**src/rtl/bam_pkg.sv**
```systemverilog
// Shared encodings for the BAM controller: instruction layout, modes, FSM states.
package bam_pkg;
    localparam int FIFO_DEPTH_DEF = 4;
    localparam int INSTR_W        = 32;

    localparam int MODE_HI = 31, MODE_LO = 30;
    localparam int OP_HI   = 29, OP_LO   = 27;
    localparam int RS1_HI  = 26, RS1_LO  = 22;
    localparam int RS2_HI  = 21, RS2_LO  = 17;
    localparam int ADDR_HI = 16, ADDR_LO = 12;
    localparam int RD_HI   = 11, RD_LO   = 7;
    localparam int IMM_HI  = 6,  IMM_LO  = 0;

    typedef enum logic [1:0] {
        MODE_ALU  = 2'b00,
        MODE_LOAD = 2'b01,
        MODE_LI   = 2'b10,
        MODE_ILL  = 2'b11
    } mode_e;

    typedef enum logic [2:0] {
        ST_IDLE,
        ST_EXEC,
        ST_READ,
        ST_WB,
        ST_DONE
    } state_e;

    typedef struct packed {
        mode_e      mode;
        logic [2:0] op;
        logic [4:0] rs1;
        logic [4:0] rs2;
        logic [4:0] addr;
        logic [4:0] rd;
        logic [6:0] imm;
    } instr_t;

    function automatic instr_t decode(input logic [INSTR_W-1:0] w);
        instr_t d;
        d.mode = mode_e'(w[MODE_HI:MODE_LO]);
        d.op   = w[OP_HI:OP_LO];
        d.rs1  = w[RS1_HI:RS1_LO];
        d.rs2  = w[RS2_HI:RS2_LO];
        d.addr = w[ADDR_HI:ADDR_LO];
        d.rd   = w[RD_HI:RD_LO];
        d.imm  = w[IMM_HI:IMM_LO];
        return d;
    endfunction
endpackage

```
**src/rtl/bam_instr_fifo.sv**
```systemverilog
// Instruction queue: synchronous first-word-fall-through FIFO, head on o_dat while !o_empty.
// A write while full is dropped, even when a read frees a slot in the same cycle.
module bam_instr_fifo
    import bam_pkg::*;
#(
    parameter int DEPTH = FIFO_DEPTH_DEF,
    parameter int W     = INSTR_W
) (
    input  logic         clk,
    input  logic         rst,
    input  logic         i_push,
    input  logic [W-1:0] i_dat,
    input  logic         i_pop,
    output logic [W-1:0] o_dat,
    output logic         o_full,
    output logic         o_empty
);
    localparam int AW = $clog2(DEPTH);

    logic [W-1:0]  r_mem [DEPTH];
    logic [AW-1:0] r_wr_ptr;
    logic [AW-1:0] r_rd_ptr;
    logic [AW:0]   r_count;
    logic          w_wr;
    logic          w_rd;

    assign o_full  = (r_count == (AW+1)'(DEPTH));
    assign o_empty = (r_count == '0);
    assign w_wr    = i_push && !o_full;
    assign w_rd    = i_pop && !o_empty;
    assign o_dat   = r_mem[r_rd_ptr];

    always_ff @(posedge clk) begin
        if (w_wr) r_mem[r_wr_ptr] <= i_dat;
    end

    always_ff @(posedge clk or posedge rst) begin
        if (rst) begin
            r_wr_ptr <= '0;
            r_rd_ptr <= '0;
            r_count  <= '0;
        end else begin
            if (w_wr) r_wr_ptr <= r_wr_ptr + 1'b1;
            if (w_rd) r_rd_ptr <= r_rd_ptr + 1'b1;
            case ({w_wr, w_rd})
                2'b10:   r_count <= r_count + 1'b1;
                2'b01:   r_count <= r_count - 1'b1;
                default: ;
            endcase
        end
    end
endmodule

```
**src/rtl/bam_ctrl.sv**
```systemverilog
// BAM controller: queues instruction words and sequences register-bank / ALU / memory control.
// All control outputs are registered; they are set on entry to the state that owns them.
module bam_ctrl
    import bam_pkg::*;
#(
    parameter int FIFO_DEPTH = FIFO_DEPTH_DEF
) (
    input  logic        clk,
    input  logic        rst,
    input  logic [31:0] instr,
    input  logic        instr_valid,
    output logic        instr_ready,
    output logic [4:0]  ctl_ra1,
    output logic [4:0]  ctl_ra2,
    output logic [2:0]  ctl_sel,
    output logic [4:0]  ctl_dir1,
    output logic        ctl_ewr,
    output logic [4:0]  ctl_dir2,
    output logic        ctl_regwrite,
    output logic [31:0] ctl_di,
    input  logic        dp_zf,
    input  logic [31:0] dp_dout,
    output logic        busy,
    output logic        done,
    output logic        zf_last,
    output logic        err,
    input  logic        err_clr,
    output logic [15:0] retired
);
    state_e      r_state;
    logic [4:0]  r_rd;
    logic [4:0]  r_ra1, r_ra2, r_dir1, r_dir2;
    logic [2:0]  r_sel;
    logic        r_ewr, r_regwrite, r_done, r_zf_last, r_err;
    logic [31:0] r_di;
    logic [15:0] r_retired;

    logic [31:0] w_head;
    logic        w_full, w_empty, w_push, w_pop;
    instr_t      w_dec;

    assign instr_ready = !rst && !w_full;
    assign w_push      = instr_valid && instr_ready;
    assign w_pop       = (r_state == ST_IDLE) && !w_empty;
    assign w_dec       = decode(w_head);

    bam_instr_fifo #(.DEPTH(FIFO_DEPTH), .W(INSTR_W)) u_fifo (
        .clk     (clk),
        .rst     (rst),
        .i_push  (w_push),
        .i_dat   (instr),
        .i_pop   (w_pop),
        .o_dat   (w_head),
        .o_full  (w_full),
        .o_empty (w_empty)
    );

    always_ff @(posedge clk or posedge rst) begin
        if (rst) begin
            r_state    <= ST_IDLE;
            r_rd       <= '0;
            r_ra1      <= '0;
            r_ra2      <= '0;
            r_sel      <= '0;
            r_dir1     <= '0;
            r_ewr      <= 1'b0;
            r_dir2     <= '0;
            r_regwrite <= 1'b0;
            r_di       <= '0;
            r_done     <= 1'b0;
            r_zf_last  <= 1'b0;
            r_err      <= 1'b0;
            r_retired  <= '0;
        end else begin
            r_done <= 1'b0;
            case (r_state)
                ST_IDLE: begin
                    if (!w_empty) begin
                        r_rd <= w_dec.rd;
                        case (w_dec.mode)
                            MODE_ALU: begin
                                r_ra1   <= w_dec.rs1;
                                r_ra2   <= w_dec.rs2;
                                r_sel   <= w_dec.op;
                                r_dir1  <= w_dec.addr;
                                r_ewr   <= 1'b1;
                                r_state <= ST_EXEC;
                            end
                            MODE_LOAD: begin
                                r_dir1  <= w_dec.addr;
                                r_state <= ST_READ;
                            end
                            MODE_LI: begin
                                r_dir2     <= w_dec.rd;
                                r_regwrite <= 1'b1;
                                r_di       <= {25'd0, w_dec.imm};
                                r_state    <= ST_WB;
                            end
                            default: begin
                                // Illegal mode retires straight away with only the error flag raised
                                r_err     <= 1'b1;
                                r_done    <= 1'b1;
                                r_retired <= r_retired + 16'd1;
                                r_state   <= ST_DONE;
                            end
                        endcase
                    end
                end
                ST_EXEC: begin
                    r_ra1     <= '0;
                    r_ra2     <= '0;
                    r_sel     <= '0;
                    r_dir1    <= '0;
                    r_ewr     <= 1'b0;
                    r_zf_last <= dp_zf;
                    r_done    <= 1'b1;
                    r_retired <= r_retired + 16'd1;
                    r_state   <= ST_DONE;
                end
                ST_READ: begin
                    // ctl_di doubles as the latch for the memory read data
                    r_dir1     <= '0;
                    r_dir2     <= r_rd;
                    r_regwrite <= 1'b1;
                    r_di       <= dp_dout;
                    r_state    <= ST_WB;
                end
                ST_WB: begin
                    r_dir2     <= '0;
                    r_regwrite <= 1'b0;
                    r_di       <= '0;
                    r_done     <= 1'b1;
                    r_retired  <= r_retired + 16'd1;
                    r_state    <= ST_DONE;
                end
                ST_DONE: r_state <= ST_IDLE;
                default: r_state <= ST_IDLE;
            endcase
            if (err_clr) r_err <= 1'b0;
        end
    end

    assign ctl_ra1      = r_ra1;
    assign ctl_ra2      = r_ra2;
    assign ctl_sel      = r_sel;
    assign ctl_dir1     = r_dir1;
    assign ctl_ewr      = r_ewr;
    assign ctl_dir2     = r_dir2;
    assign ctl_regwrite = r_regwrite;
    assign ctl_di       = r_di;
    assign done         = r_done;
    assign zf_last      = r_zf_last;
    assign err          = r_err;
    assign retired      = r_retired;
    assign busy         = (r_state != ST_IDLE) || !w_empty;
endmodule
```
**config.mk**
```make
export PLATFORM = sky130hd
export DESIGN_NAME = bam_ctrl
export DESIGN_NICKNAME = d
export VERILOG_FILES = /design/src/rtl/bam_pkg.sv /design/src/rtl/bam_instr_fifo.sv /design/src/rtl/bam_ctrl.sv
export SDC_FILE = /design/constraint.sdc
export NUM_CORES = 1
export LEC_CHECK = 0
export CAP_MARGIN = 0
export CORE_MARGIN = 10
export CORE_UTILIZATION = 31
export CTS_CLUSTER_DIAMETER = 100
export CTS_CLUSTER_SIZE = 20
export DETAILED_ROUTE_END_ITERATION = 10
export GPL_ROUTABILITY_DRIVEN = 0
export GPL_TIMING_DRIVEN = 0
export PLACE_DENSITY = 0.6
export SLEW_MARGIN = 20
export SYNTH_ARGS = -nofsm -noshare
export SYNTH_HDL_FRONTEND = slang
export SYNTH_SLANG_ARGS = --single-unit
```
**constraint.sdc**
```tcl
create_clock -name clk -period 5.47 [get_ports clk]
set_clock_uncertainty 0.05 [all_clocks]
set_input_delay 1.094 -clock clk [delete_from_list [all_inputs] [get_ports clk]]
set_output_delay 1.094 -clock clk [all_outputs]
set_load 0.1 [all_outputs]
```
---- Word-level counts from Yosys, hierarchy flattened ----
Memory sizes are Yosys's and may differ from the RTL's.
Cells that the tools add are included.
word-level totals
  register bits ........................... 91
  bits in writable memories ............... 128
  input port bits ......................... 69
  word-level logic and storage cells ...... 108
  memories ................................ 1
memory list
  memory        words  bits a word  read ports  clocked after memory_dff  write ports  RTL line              source
  u_fifo.r_mem  4      32           1           0                         1            bam_instr_fifo.sv:20  logic [W-1:0] r_mem [DEPTH];
operators by class
  $add $sub $neg .......................... 5
  equality and inequality tests ........... 15
  muxes and demuxes ....................... 40
  bitwise operators ....................... 1
  reductions and logical operators ........ 29
operator list
  operator                                                                 number
  32-bit case mux with 3 select lines                                      1
  32-bit 2-to-1 mux                                                        2
  5-bit 2-to-1 mux                                                         8
  16-bit 2-to-1 mux                                                        2
  16-bit case mux with 2 select lines                                      1
  5-bit case mux with 2 select lines                                       3
  3-bit case mux with 3 select lines                                       2
  16-bit by 1-bit adder with 16-bit output, second input constant          1
  5-bit case mux with 3 select lines                                       1
  3-bit AND reduction                                                      5
  1-bit 2-to-1 mux                                                         12
  3-bit case mux with 2 select lines                                       2
  2-bit nonzero test                                                       5
  3-bit 2-to-1 mux                                                         3
  2-bit inequality test, second input constant                             4
  3-bit by 2-bit == test with 1-bit output, second input constant          2
  3-bit logical NOT                                                        2
  2-bit by 1-bit inequality test with 1-bit output, second input constant  3
  3-bit nonzero test                                                       2
  2-bit OR reduction                                                       3
  1-bit logical AND                                                        5
  2-bit by 1-bit adder with 2-bit output, second input constant            2
  2-bit by 1-bit == test with 1-bit output, second input constant          2
  2-bit == test, second input constant                                     2
  12 further kinds                                                         15

---- Logic depth before layout (Yosys ltp) ----
  word-level depth ........................ 7
  depth in mapped cells ................... 10
  depth with buffers taken out ............ 9

---- Cells and area by module ----
Synthesis repeated with hierarchy kept, for this count alone.
second synthesis, totals
  cells, all modules ...................... 519
  area, all modules ....................... 8599.5 µm²
modules (own cells, without submodules)
  module          times used  cells each  area each (µm²)  seq. area each (µm²)
  bam_instr_fifo  1           206         5094.9           4018.9
  bam_ctrl        1           313         3504.6           2102.0

---- Worst setup path before layout ----
No wires, ideal clock.
  path kind ............................... input -> register
  start point ............................. in rst
  end point ............................... reg u_fifo.r_count[2]
  setup time .............................. 0.125 ns
  data arrival time ....................... 4.005 ns
  required time ........................... 5.295 ns
  setup slack ............................. 1.289 ns
  cell stages on the path ................. 8
  path buffers ............................ 0
  cell sequence ........................... a21oi_1 -> and2_1 -> inv_1 -> ha_1 -> fa_1 -> xnor2_1 -> nor2_1 -> xor2_1
on the way
  word-level cells in the longest chain between the ends .. 6
  elaborated cells on any way between the ends .. 8
ends and longest elaborated chain
  item                                                                       RTL line              source
  start, declared                                                            bam_ctrl.sv:9         input logic rst,
  1-bit logical NOT (no source line) *                                       n/a
  1-bit logical AND *                                                        bam_ctrl.sv:42        assign instr_ready = !rst && !w_full;
  1-bit logical AND *                                                        bam_ctrl.sv:43        assign w_push = instr_valid && instr_ready;
  1-bit logical AND *                                                        bam_instr_fifo.sv:29  assign w_wr = i_push && !o_full;
  2-bit by 1-bit == test with 1-bit output or 2-bit == test (tied branches)  bam_instr_fifo.sv:45  case ({w_wr, w_rd})
  3-bit case mux with 2 select lines or 2-bit nonzero test (tied branches)   n/a
  end signal, assigned                                                       bam_instr_fifo.sv:46  2'b10: r_count <= r_count + 1'b1;
  end signal, assigned                                                       bam_instr_fifo.sv:47  2'b01: r_count <= r_count - 1'b1;
  end, declared                                                              bam_instr_fifo.sv:23  logic [AW:0] r_count;
Every way passes the cells marked *; elsewhere a longest branch is shown, timed or not.
A chain may end at the register's enable or synchronous reset.

---- Final worst setup path ----
  start point ............................. in rst
  end point ............................... out instr_ready
on the way
  word-level cells in the longest chain between the ends .. 2
ends and longest elaborated chain
  item                                RTL line        source
  1-bit logical NOT (no source line)  n/a
  1-bit logical AND                   bam_ctrl.sv:42
  end, declared                       bam_ctrl.sv:12  output logic instr_ready,
Every way passes these cells.

==> metrics.md <==
| Metric | Value |
|---|---|
| Total number of H-tree levels | `1` |
| Initial Util | `0.3152` |
| I/O pin total | `147` |
| Post-CTS Hold Fix Bufs | `0` |
| Post-CTS sizing | `0` |
| Setup TNS | `0 ps` |
| Unrepaired setup endpoints after global routing | `false` |
| Worst setup EP type | `primary output` |
| Largest net degree at the start of global routing | `68` |
| Top cell type's share of synthesized area | `0.4525` |
| Post-synthesis async set-or-reset flop share | `0.4155` |
| Antenna violations before repair | `1` |
| Reg-to-Reg Start | `u_fifo.r_rd_ptr[1]` |
| Critical Path Start Type | `input port` |
| F_max | `0.2317 GHz` |
| CP Data Required Time | `4330 ps` |
| Clk_lat worst skew | `490 ps` |
| Total GRT Usage | `0.1145` |
| Reg clk slew, reported paths | `80 ps` |
| Final Setup Violations | `0` |
| Synthesis-stage register bit count | `219` |
| Max-slew violation count | `0` |
| Status | `finished, final reports clean` |
| Synth Warn # | `0` |
| Final WL | `20100 um` |
| Pre-antenna DRT Iters | `4` |
| Synthesis-to-finish area growth | `28.77%` |
| Final #Nets | `734` |
| HP Start | `retired[15]` |
| Vias in the first global route | `5318` |
| RR Endpoint | `ctl_dir1[3]` |
| Final min period | `4316 ps` |
| Count leader, synth | `edfxtp_1` |
| Fraction of layout cells with a size suffix above 1 | `0.1344` |
| DRC viols | `0` |
| Slew headroom | `0.3057` |
| Worst-path fanout max | `6` |
| WHS Endpoint | `retired[15]` |
| Mapped Area | `0.008494 mm^2` |
| Cell accounting for the most synthesized area | `edfxtp_1` |
| GRT overflow | `0` |
| Worst slew pin tran | `1038 ps` |
| Final non-filler cell area | `0.01094 mm^2` |
| Layout Utilization | `0.4059` |
| First-pass GRT wire length | `30730 um` |
| Register area | `0.006121 mm^2` |
| Area taken by multi-input logic gates | `0.002156 mm^2` |
| Avg Vias per Cell | `4.872` |
| Max clock buf depth | `3` |
| Vias | `4891` |
| ANT nets after route | `0` |
| Primary FF master, synth | `edfxtp_1` |
| Netlist cell types | `43` |
| Post-Synthesis Cells | `486` |
| Core area | `0.02695 mm^2` |
| Total setup buffers inserted after CTS | `0` |
| CTS tree | `yes` |
| Die Width | `185.5 um` |
| Fillers | `2446` |
| Worst hold path class | `flop to flop` |
| Total CTS buffers | `15` |
| Crit path DAT | `3170 ps` |
| Setup CP Type | `input port to primary output` |
| Synth top area cells | `edfxtp_1 45%, dfrtp_1 27%, mux4_2 8.5%` |
| Hold Path Depth | `1` |
| CTS Root Cell | `clkbuf_16` |
| Final period util | `0.7891` |
| Die area | `0.03442 mm^2` |
| Worst reg2reg path depth | `9` |
| Post-detail-place hpwl | `14360 um` |
| Synth cell count leaders | `128 x edfxtp_1, 91 x dfrtp_1, 32 x mux4_2` |
| Max Cap Viol | `0` |
| Post-synth EDFFs | `128` |
| Post-synthesis sequential area ratio | `0.7206` |
| IO Port Bufs | `146` |
| Starting DRT DRC Count | `187` |
| DR WL/cell | `20.02 um` |
| Site Rows | `60` |
| Avg Cell Area, Syn | `17.48 um^2` |
| CTS sink cnt | `219` |
| Synthesized Nets | `566` |
| Final hold violation count | `0` |
| Die Height | `185.5 um` |
| Placed cell area | `0.01050 mm^2` |
| R2r setup slk | `2130 ps` |
logic make-up (layout without fill, tap and decap cells):
group / after synthesis / count (layout) / synth area share
other: 0 / 1 / 0
and+or+nand+nor: 54 / 54 / 0.03579
muxes: 41 / 41 / 0.09677
AOI/OAI and AO/OA: 88 / 88 / 0.07998
DFF: 219 / 219 / 0.7206
adders and majority gates: 11 / 11 / 0.01709
buffers and inverters: 51 / 227 / 0.02622
xor gates and xnor gates: 22 / 22 / 0.02357
per-stage QoR:
step,hold slack (ps),std cells,setup slack (ps)
global placement,407.9,973,368.1
floorplan,430.6,486,1289
global route,454.5,1003,1062
CTS,424.1,1003,1140
detailed placement,412.5,978,1141
finish,419.6,1004,1154
registers in the layout, summed over array words and instances (netlist names):
name / cells
u_fifo.r_mem: 128
ctl_di: 32
retired: 16
ctl_dir1: 5
ctl_dir2: 5
ctl_ra1: 5
ctl_ra2: 5
r_rd: 5
ctl_sel: 3
r_state: 3
u_fifo.r_count: 3
u_fifo.r_rd_ptr: 2
u_fifo.r_wr_ptr: 2
ctl_ewr: 1
ctl_regwrite: 1
done: 1
err: 1
zf_last: 1
worst max-delay path: stages:
cell	delay, ps
clkdlybuf4s50_1	500
a21oi_1	350
clkdlybuf4s50_1	1220
metal layers:
metal	global-route usage	vias up	wire length (um)
met5	0	-	20
met1	0.1423	2503	8742
met3	0.03003	20	1372
li1	-	2221	-
met4	0.02838	2	388
met2	0.1944	145	9579
cell usage in the layout, fill, tap and decap left out, types with 2 or more instances in the layout:
cell type / count
mux4_2: 32
a21oi_1: 18
a31oi_1: 2
and3_2: 4
nand2_1: 14
buf_6: 2
edfxtp_1: 128
clkbuf_1: 19
buf_1: 2
clkbuf_16: 15
nor2_1: 6
nor3_1: 7
nand2b_1: 2
xor2_1: 9
nand4_1: 2
dfrtp_1: 91
clkdlybuf4s50_1: 146
inv_6: 3
a21o_1: 2
a22o_1: 25
or3_1: 4
a32o_1: 13
mux2_2: 9
nand3_1: 3
inv_1: 21
and2_1: 2
o21ai_0: 10
a211oi_1: 2
and4_1: 2
xnor2_1: 12
buf_12: 4
a221oi_1: 12
ha_1: 10
buf_2: 13
worst max-delay path by stage:
| stage | slack, ps | cells past startpoint | end | from |
|---|---|---|---|---|
| 6_report | 1150 | 3 | instr_ready | rst |
| 5_1_grt | 1060 | 3 | instr_ready | rst |
| 4_1_cts | 1140 | 3 | instr_ready | rst |
| 3_5_place_dp | 1140 | 3 | instr_ready | rst |
| 3_3_place_gp | 370 | 2 | ctl_di[27] | rst |
| 2_1_floorplan | 1290 | 8 | u_fifo.r_count[2] | rst |
cell type report:
| class | instances | area share |
|---|---|---|
| timing repair buffer | 151 | 0.1434 |
| inverter | 22 | 0.008007 |
| sequential | 219 | 0.5596 |
| clock buffer | 22 | 0.03672 |
| tap | 341 | 0.03901 |
| clock inverter | 3 | 0.003089 |
| antenna | 1 | 0.0002288 |
| multi-input combinational | 216 | 0.1971 |
| buffer | 29 | 0.01281 |
Power is left out: the tool's default activity adds up to more than one toggle a clock period on the data nets, which glitch-free logic cannot reach.
